File: src/rtl/mem_access_stage.sv
// Memory-access pipe stage: drives the data-memory request/grant/response port for loads/stores
// and passes ALU results through to writeback. Optional misalignment trap via MISALIGN_TRAP_EN.
module mem_access_stage #(
   parameter int unsigned XLEN    = 32,
   parameter int unsigned TIMEOUT = 255
) (
   input  logic            clk,
   input  logic            rst,
   input  logic            in_valid,
   input  logic            mem_en,
   input  logic [3:0]      mem_op,
   input  logic [XLEN-1:0] exe_result,
   input  logic [XLEN-1:0] store_src,
   input  logic [4:0]      rd_in,
   output logic            mem_hold,
   output logic            dmem_req,
   output logic            dmem_we,
   output logic [XLEN-1:0] dmem_addr,
   output logic [3:0]      dmem_be,
   output logic [XLEN-1:0] dmem_wdata,
   input  logic            dmem_gnt,
   input  logic            dmem_rvalid,
   input  logic [XLEN-1:0] dmem_rdata,
   output logic            wb_valid,
   output logic [XLEN-1:0] wb_data,
   output logic [4:0]      wb_rd,
   output logic            bus_err,
   output logic            misaligned_exc
);

   localparam int unsigned CNT_W = $clog2(TIMEOUT + 1);

   typedef enum logic [1:0] {IDLE, REQ, WAIT} state_t;

   state_t           state;
   logic [CNT_W-1:0] tmo_cnt;
   logic [1:0]       lat_off;
   logic [2:0]       lat_op;
   logic [4:0]       lat_rd;

   logic [3:0]       be_c;
   logic [XLEN-1:0]  wdata_c;
   logic             misaligned_c;
   logic [15:0]      lane_c;
   logic [XLEN-1:0]  load_c;
   logic             timeout_c;

   assign mem_hold  = (state != IDLE);
   assign timeout_c = (tmo_cnt == CNT_W'(TIMEOUT - 1));

   // Byte-lane steering for the outgoing request
   always_comb begin
      be_c    = 4'b1111;
      wdata_c = store_src;
      case (mem_op[1:0])
         2'b00: begin
            be_c    = 4'b0001 << exe_result[1:0];
            wdata_c = XLEN'({4{store_src[7:0]}});
         end
         2'b01: begin
            be_c    = 4'b0011 << {exe_result[1], 1'b0};
            wdata_c = XLEN'({2{store_src[15:0]}});
         end
         default: begin
            be_c    = 4'b1111;
            wdata_c = store_src;
         end
      endcase
   end

`ifdef MISALIGN_TRAP_EN
   assign misaligned_c = ((mem_op[1:0] == 2'b01) && exe_result[0]) ||
                         (mem_op[1] && (exe_result[1:0] != 2'b00));
`else
   assign misaligned_c = 1'b0;
`endif

   // Lane select and sign/zero extension of returning load data
   assign lane_c = 16'(dmem_rdata >> {lat_off, 3'b000});

   always_comb begin
      load_c = dmem_rdata;
      case (lat_op[1:0])
         2'b00:   load_c = lat_op[2] ? XLEN'(lane_c[7:0])
                                     : {{(XLEN-8){lane_c[7]}}, lane_c[7:0]};
         2'b01:   load_c = lat_op[2] ? XLEN'(lane_c)
                                     : {{(XLEN-16){lane_c[15]}}, lane_c};
         default: load_c = dmem_rdata;
      endcase
   end

   always_ff @(posedge clk or negedge rst) begin
      if (!rst) begin
         state          <= IDLE;
         tmo_cnt        <= '0;
         lat_off        <= '0;
         lat_op         <= '0;
         lat_rd         <= '0;
         dmem_req       <= 1'b0;
         dmem_we        <= 1'b0;
         dmem_addr      <= '0;
         dmem_be        <= '0;
         dmem_wdata     <= '0;
         wb_valid       <= 1'b0;
         wb_data        <= '0;
         wb_rd          <= '0;
         bus_err        <= 1'b0;
         misaligned_exc <= 1'b0;
      end else begin
         wb_valid       <= 1'b0;
         bus_err        <= 1'b0;
         misaligned_exc <= 1'b0;
         case (state)
            IDLE: begin
               if (in_valid) begin
                  if (!mem_en) begin
                     wb_valid <= 1'b1;
                     wb_data  <= exe_result;
                     wb_rd    <= rd_in;
                  end else if (misaligned_c) begin
                     wb_valid       <= 1'b1;
                     wb_data        <= exe_result;
                     wb_rd          <= '0;
                     misaligned_exc <= 1'b1;
                  end else begin
                     dmem_req   <= 1'b1;
                     dmem_we    <= mem_op[3];
                     dmem_addr  <= {exe_result[XLEN-1:2], 2'b00};
                     dmem_be    <= be_c;
                     dmem_wdata <= wdata_c;
                     lat_off    <= exe_result[1:0];
                     lat_op     <= mem_op[2:0];
                     lat_rd     <= rd_in;
                     tmo_cnt    <= '0;
                     state      <= REQ;
                  end
               end
            end
            REQ: begin
               tmo_cnt <= tmo_cnt + CNT_W'(1);
               if (timeout_c) begin
                  dmem_req <= 1'b0;
                  bus_err  <= 1'b1;
                  wb_valid <= 1'b1;
                  wb_data  <= '0;
                  wb_rd    <= lat_rd;
                  state    <= IDLE;
               end else if (dmem_gnt) begin
                  dmem_req <= 1'b0;
                  if (dmem_we) begin
                     wb_valid <= 1'b1;
                     wb_data  <= '0;
                     wb_rd    <= '0;
                     state    <= IDLE;
                  end else begin
                     state <= WAIT;
                  end
               end
            end
            WAIT: begin
               tmo_cnt <= tmo_cnt + CNT_W'(1);
               if (timeout_c) begin
                  bus_err  <= 1'b1;
                  wb_valid <= 1'b1;
                  wb_data  <= '0;
                  wb_rd    <= lat_rd;
                  state    <= IDLE;
               end else if (dmem_rvalid) begin
                  wb_valid <= 1'b1;
                  wb_data  <= load_c;
                  wb_rd    <= lat_rd;
                  state    <= IDLE;
               end
            end
            default: state <= IDLE;
         endcase
      end
   end

endmodule

File: config.mk
export PLATFORM = sky130hd
export DESIGN_NAME = mem_access_stage
export DESIGN_NICKNAME = d
export VERILOG_FILES = /design/src/rtl/mem_access_stage.sv
export SDC_FILE = /design/constraint.sdc
export NUM_CORES = 1
export LEC_CHECK = 0
export ABC_AREA = 1
export CORE_AREA = 10 10 160 162
export DETAILED_ROUTE_END_ITERATION = 16
export DIE_AREA = 0 0 170 172
export GPL_ROUTABILITY_DRIVEN = 0
export SETUP_SLACK_MARGIN = 0.05
export SYNTH_ARGS = -nofsm -noshare
export SYNTH_HDL_FRONTEND = slang
export SYNTH_SLANG_ARGS = --single-unit
File: constraint.sdc
create_clock -name clk -period 2.15 [get_ports clk]
set_input_delay 0.5375 -clock clk [delete_from_list [all_inputs] [get_ports clk]]
set_output_delay 0.5375 -clock clk [all_outputs]
set_load 0.05 [all_outputs]
==> results.toml, run 1 <==
[critical_path]
arrival_ps = 1420
rr_worst_depth = 12
path_cells = "inv_1, ha_2, inv_1, buf_12"
crit_path_end_kind = "primary output"
slowest_delay_ps = 400
startpoint_type = "flop"
crit_family = "flip-flops"
cp_max_fo = 4
r2r-end = "wb_data[15]"
r2r_setup_slack_ps = 300
r2r_start = "tmo_cnt[0]"
critPathRequiredTime_ps = 1610
cp.depth = 4
worstSetupPathType = "flop to primary output"
crit_path_top_delay_cell = "dfrtp_1"
cpMostUsedCell = "inv_1"
worst-path-buf-inv = 3

[yosys]
synth.area.mux_share = 0
synthXorXnorAreaFrac = 0.001330
async_flop_share = 1.000
synth-seq-cells = 127
ys_seq_area_frac = 0.4825
syn-cell-area_sq_um = 6586
synthFlopType = "dfrtp_1"
synth_enable_flop_cells = 0
synthSimpleGateAreaFrac = 0.2975
avgSynthCellArea_sq_um = 7.502
ys_warn_count = 0
synth_adder_area_share = 0.01330
synthCells = 878
yosysUniqueCellTypes = 37
synth-compound-area-share = 0.1269
synth_top_family_by_area = "simple AND/OR/NAND/NOR gates"

[global_routing]
grt_overflow = 0
gr-max-usage-layer = "met2"
grt_pass1_wl_microns = 36980
grt_antenna_before_repair = 2
use_met2 = 0.2568
grt_max_degree = 105
grt_pass1_vias = 6756
track_usage = 0.1605
grt_util_met3 = 0.05996
met1_usage = 0.2053

[placed_design]
dp_hpwl_microns = 17690
io_buffer_count = 218

[timing]
slew_headroom = 0.6359
max_freq_mhz = 511.0
tns_ps = 0
report.final.slew_viol_count = 0
hold_viol_final = 0
skew_ps = 11.37
rsz0062_at_grt = "false"
period_needed_ps = 1957
setup_violations = 0
tightest_slew_ps = 544.2
post-route-period-util = 0.9102
worst_hold_slack_ps = 26.32

[detailed_routing]
ant_nets = 0
routed_wl_microns = 23290
routedWlPerCell_microns = 16.60
drc = 0
drt_iter0_drc = 379
dr.pass1.iters = 4
vias_per_cell = 4.604
via_count = 6459

[status]
outcome = "finished clean"

[clock_tree]
cts_root_buf = "clkbuf_16"
clkTransAtPathRegs_ps = 60
cts_buffer_depth = 2
cts_sinks = 127
clkLatencyLatePin_ps = 410
cts_tree = "done"
cts-buffers-inserted = 17
htreeDepth = 4

[pwr]
peakVddDrop_v = 0.0008333
power_mw = 16.84
p_per_area_nw_per_um2 = 1739
p_leak_nw = 4.991

[cells_and_area]
diodes = 0
layout.nets = 1224
drive_above_1_share = 0.09660
synthToLayoutAreaGrowth_pct = 47.09

[floorplan]
dieWidth_microns = 170
dieArea_sq_um = 29240
core_sq_um = 22370
die_h_microns = 172
start_util = 0.2945
rows = 55
ioPinCount = 222

[min_path]
hp-class = "input pin to asynchronous set/reset pin"

[job]
maxCapViolations = 0
==> layer usage <==
metal / routed length [microns] / part of all wire / vias to the layer above
met2: 10590 / 0.45 / 215
li1: - / - / 3210
met4: 119 / 0.0051 / 4
met1: 10500 / 0.45 / 3014
met5: 26 / 0.0011 / -
met3: 2051 / 0.088 / 16
==> stage by stage <==
stage | instances | instance area (sq um) | util | setup slack (ps)
global placement | 1371 | 9199 | 0.4113 | 13.55
CTS | 1402 | 9654 | 0.4317 | 138.4
finish | 1403 | 9688 | 0.4332 | 193.1
floorplan | 880 | 6594 | - | 158.4
global route | 1403 | 9688 | 0.4332 | 73.48
detailed placement | 1371 | 9199 | 0.4113 | -38.70
==> synthesized netlist by cell type (4+ instances only) <==
library cell,number,area [sq um]
ha_1,7,87.58
a21oi_1,46,230.2
dfrtp_1,127,3178
a21oi_2,10,87.58
o21a_1,5,37.54
buf_4,5,37.54
nand3_1,38,190.2
nand2_1,344,1291
a2bb2oi_1,10,87.58
buf_6,5,56.30
o21ai_0,55,275.3
clkbuf_1,19,71.32
buf_1,4,15.01
buf_2,8,40.04
inv_1,72,270.3
nor2_1,86,322.8
o211ai_1,7,52.55
==> power by group <==
group	total [mW]	leakage, nW	internal (mW)	switching [mW]
Clock	2.84	0.277	1.79	1.05
Sequential	4.12	1.57	3.48	0.631
Combinational	9.89	3.14	2.97	6.92
==> worst max-delay path by stage <==
stage	from	to	slack, ps
floorplan	state[0]	tmo_cnt[7]	160
global placement	mem_op[1]	dmem_be[0]	10
detailed placement	mem_op[1]	dmem_be[0]	-40
CTS	state[0]	mem_hold	140
global route	state[0]	tmo_cnt[5]	70
finish	state[0]	mem_hold	190
==> repair_timing <==
action | CTS | global route
setup buffers | 0 | 1
hold buffers | 0 | 0
pin swaps | 0 | 0
gates resized for setup | 90 | 4
setup endpoints to repair | 90 | 10
==> sequential cells by signal (all words and copies together) (netlist names), 3 cells and up <==
signal	count
dmem_addr	30
lat_rd	5
dmem_wdata	32
wb_data	32
tmo_cnt	8
lat_op	3
dmem_be	4
wb_rd	5
==> cell families (layout without fill, tap and decap cells) <==
logic type               Yosys count  in the layout
other                              1              3
buffers and inverters            119            357
XOR/XNOR                           1              1
adder cells (fa/ha/maj)            7              7
AND/OR/NAND/NOR                  483            483
flip-flops                       127            127
AO/OA/AOI/OAI                    140            140
==> layout by cell type, fill, tap and decap left out, drive strengths merged, types with 10 or more instances in the layout <==
cell	netlist	final
a21oi	57	57
a2bb2oi	10	10
buf	22	49
clkbuf	19	25
clkdlybuf4s50	0	109
dfrtp	127	127
dlygate4sd2	0	90
inv	75	74
nand2	348	348
nand3	41	41
nor2	89	89
o21ai	55	55
==> cell type report <==
type                    count  area, sq um
repair buffers            248         2364
inverters                  78        296.5
multi-input cells         634         2925
clock inverters             6        82.58
clock buffers              25        485.5
flip-flops and latches    127         3178
fillers                  2270        12680
well taps                 285        356.6
Note: power is estimated with default switching activity, not from simulation.
==> run 2, diff against run 1 <==
CORE_AREA = 10 10 116 223   (was 10 10 160 162)
DIE_AREA = 0 0 126 233   (was 0 0 170 172)
TNS_END_PERCENT = 5   (was unset)
==> results.toml, run 2 (synthesis results as in run 1) <==
[critical_path]
r2r_setup_slack_ps = 250
rr_worst_depth = 9
worst-path-buf-inv = 3
startpoint_type = "flop"
r2r_start = "state[0]"
slowest_delay_ps = 410
arrival_ps = 1460
r2r-end = "dmem_wdata[30]"
cp_max_fo = 4
crit_path_end_kind = "primary output"
cpMostUsedCell = "inv_1"
worstSetupPathType = "flop to primary output"
crit_family = "flip-flops"
path_cells = "inv_1, ha_2, inv_1, buf_12"
critPathRequiredTime_ps = 1610
crit_path_top_delay_cell = "dfrtp_1"

[global_routing]
grt_overflow = 0
track_usage = 0.1687
gr-max-usage-layer = "met2"
use_met2 = 0.3231
grt_pass1_wl_microns = 38910
grt_pass1_vias = 6903
grt_antenna_before_repair = 0
grt_max_degree = 42
grt_util_met3 = 0.04350
met1_usage = 0.1643

[floorplan]
dieWidth_microns = 126
core_sq_um = 22160
die_h_microns = 233
start_util = 0.2972
dieArea_sq_um = 29360
ioPinCount = 222
rows = 77

[pwr]
seqPwrFrac = 0.242
p_int_mw = 8.276
peakVddDrop_v = 0.0007118
clkPwrFrac = 0.169
power.share.switching = 0.5180
p_leak_nw = 4.980
switchingPower_mw = 8.892
p_per_area_nw_per_um2 = 1771
p_comb_frac = 0.589

[timing]
report.final.slew_viol_count = 0
slew_headroom = 0.6372
max_freq_mhz = 500.8
tightest_slew_ps = 546.4
skew_ps = 8.867
tns_ps = 0
hold_viol_final = 0
rsz0062_at_grt = "false"
setup_violations = 0
period_needed_ps = 1997
fin_ws_ps = 153.0
post-route-period-util = 0.9288

[placed_design]
place_ws_ps = -35.51
io_buffer_count = 218
placed_area_sq_um = 9133
dp_hpwl_microns = 19680

[clock_tree]
clkLatencyLatePin_ps = 420
clkTransAtPathRegs_ps = 60
cts-buffers-inserted = 17
cts_root_buf = "clkbuf_16"
cts_buffer_depth = 2
cts_sinks = 127
cts_tree = "done"
htreeDepth = 4

[min_path]
hp-start = "dmem_addr[12]"
min_to = "dmem_addr[12]"
hp-class = "flop to flop"
hold_depth = 2

[detailed_routing]
drt_iter0_drc = 419
routed_wl_microns = 25050
vias_per_cell = 4.641
ant_nets = 0
dr.pass1.iters = 5
routedWlPerCell_microns = 17.86
drc = 0
via_count = 6512

[cells_and_area]
stdcell_area_sq_um = 9697
drive_above_1_share = 0.1375
mostFrequentLayoutCells = "nand2_1, dfrtp_1, clkdlybuf4s50_1, nor2_1, buf_4"
finish.utilization = 0.4376
diodes = 0
top_regs = "dmem_wdata: 32 flops, wb_data: 32 flops, dmem_addr: 30 flops"
synthToLayoutAreaGrowth_pct = 47.23
nFillCells = 2342
layout.nets = 1232
layout_commonest_cell = "nand2_1"

[job]
maxCapViolations = 0

[status]
outcome = "finished clean"
[run 2: cell count changes in the layout (fill, tap and decap cells not counted), sizes merged]
cell         before  now
buf              49   91
dlygate4sd2      90   55
clkbuf           25   19
clkinv            6    9
clkinvlp          2    4
inv              74   76
dlygate4sd3       0    1
[run 2: final cells by class]
cell class	count	area [sq um]	area share
flip-flops and latches	127	3178	0.3277
well taps	276	345.3	0.03561
repair buffers	256	2357	0.2431
inverters	78	296.5	0.03058
clock inverters	13	137.6	0.01419
multi-input cells	634	2929	0.3021
clock buffers	19	452.9	0.04671
[run 2: how the worst max path moves through the flow]
stage,to,slack (ps),start,depth (start not counted)
2_1_floorplan,tmo_cnt[7],160,state[0],10
3_3_place_gp,dmem_wdata[30],10,mem_en,8
3_5_place_dp,wb_data[17],-40,in_valid,9
4_1_cts,mem_hold,100,state[0],4
5_1_grt,mem_hold,70,state[0],4
6_report,mem_hold,150,state[0],4
[run 2: worst register-to-register path, stage by stage (launching register included)]
cell and delay (ps):
dfrtp_1 410, inv_1 130, ha_2 230, nand2_1 60
inv_1 110, nand2_4 90, buf_4 180, a21oi_1 320
nand3_1 120, o21a_1 130
[run 2: per-stage QoR]
stage	hold slack [ps]	power [mW]	instances
final	474.6	17.17	1403
after global routing	501.9	18.29	1403
after CTS	479.0	17.34	1401
after detailed placement	451.9	14.72	1368
after global placement	448.4	14.61	1368
after floorplan	241.9	11.00	880
[run 2: power by group through the flow]
stage | clock network (mW) | logic [mW] | registers [mW]
6_report | 2.90 | 10.1 | 4.16
5_1_grt | 3.07 | 10.9 | 4.30
4_1_cts | 2.97 | 10.2 | 4.18
3_5_place_dp | 0 | 10.5 | 4.21
3_3_place_gp | 0 | 10.4 | 4.20
2_1_floorplan | 0 | 3.72 | 7.29
[run 2: routing by layer]
metal / vias up / wire length (microns)
met5: - / 0
met4: 0 / 689
met3: 31 / 1379
met2: 194 / 14130
met1: 3047 / 8853
li1: 3240 / -
[run 2: timing repair]
action                                 4_1_cts  5_1_grt
setup endpoints to repair                   55       13
endpoints found under the hold margin       13        0
hold buffers                                 1        0
gates cloned                                 0        0
buffers inserted                             0        2
resized for setup                           55        4
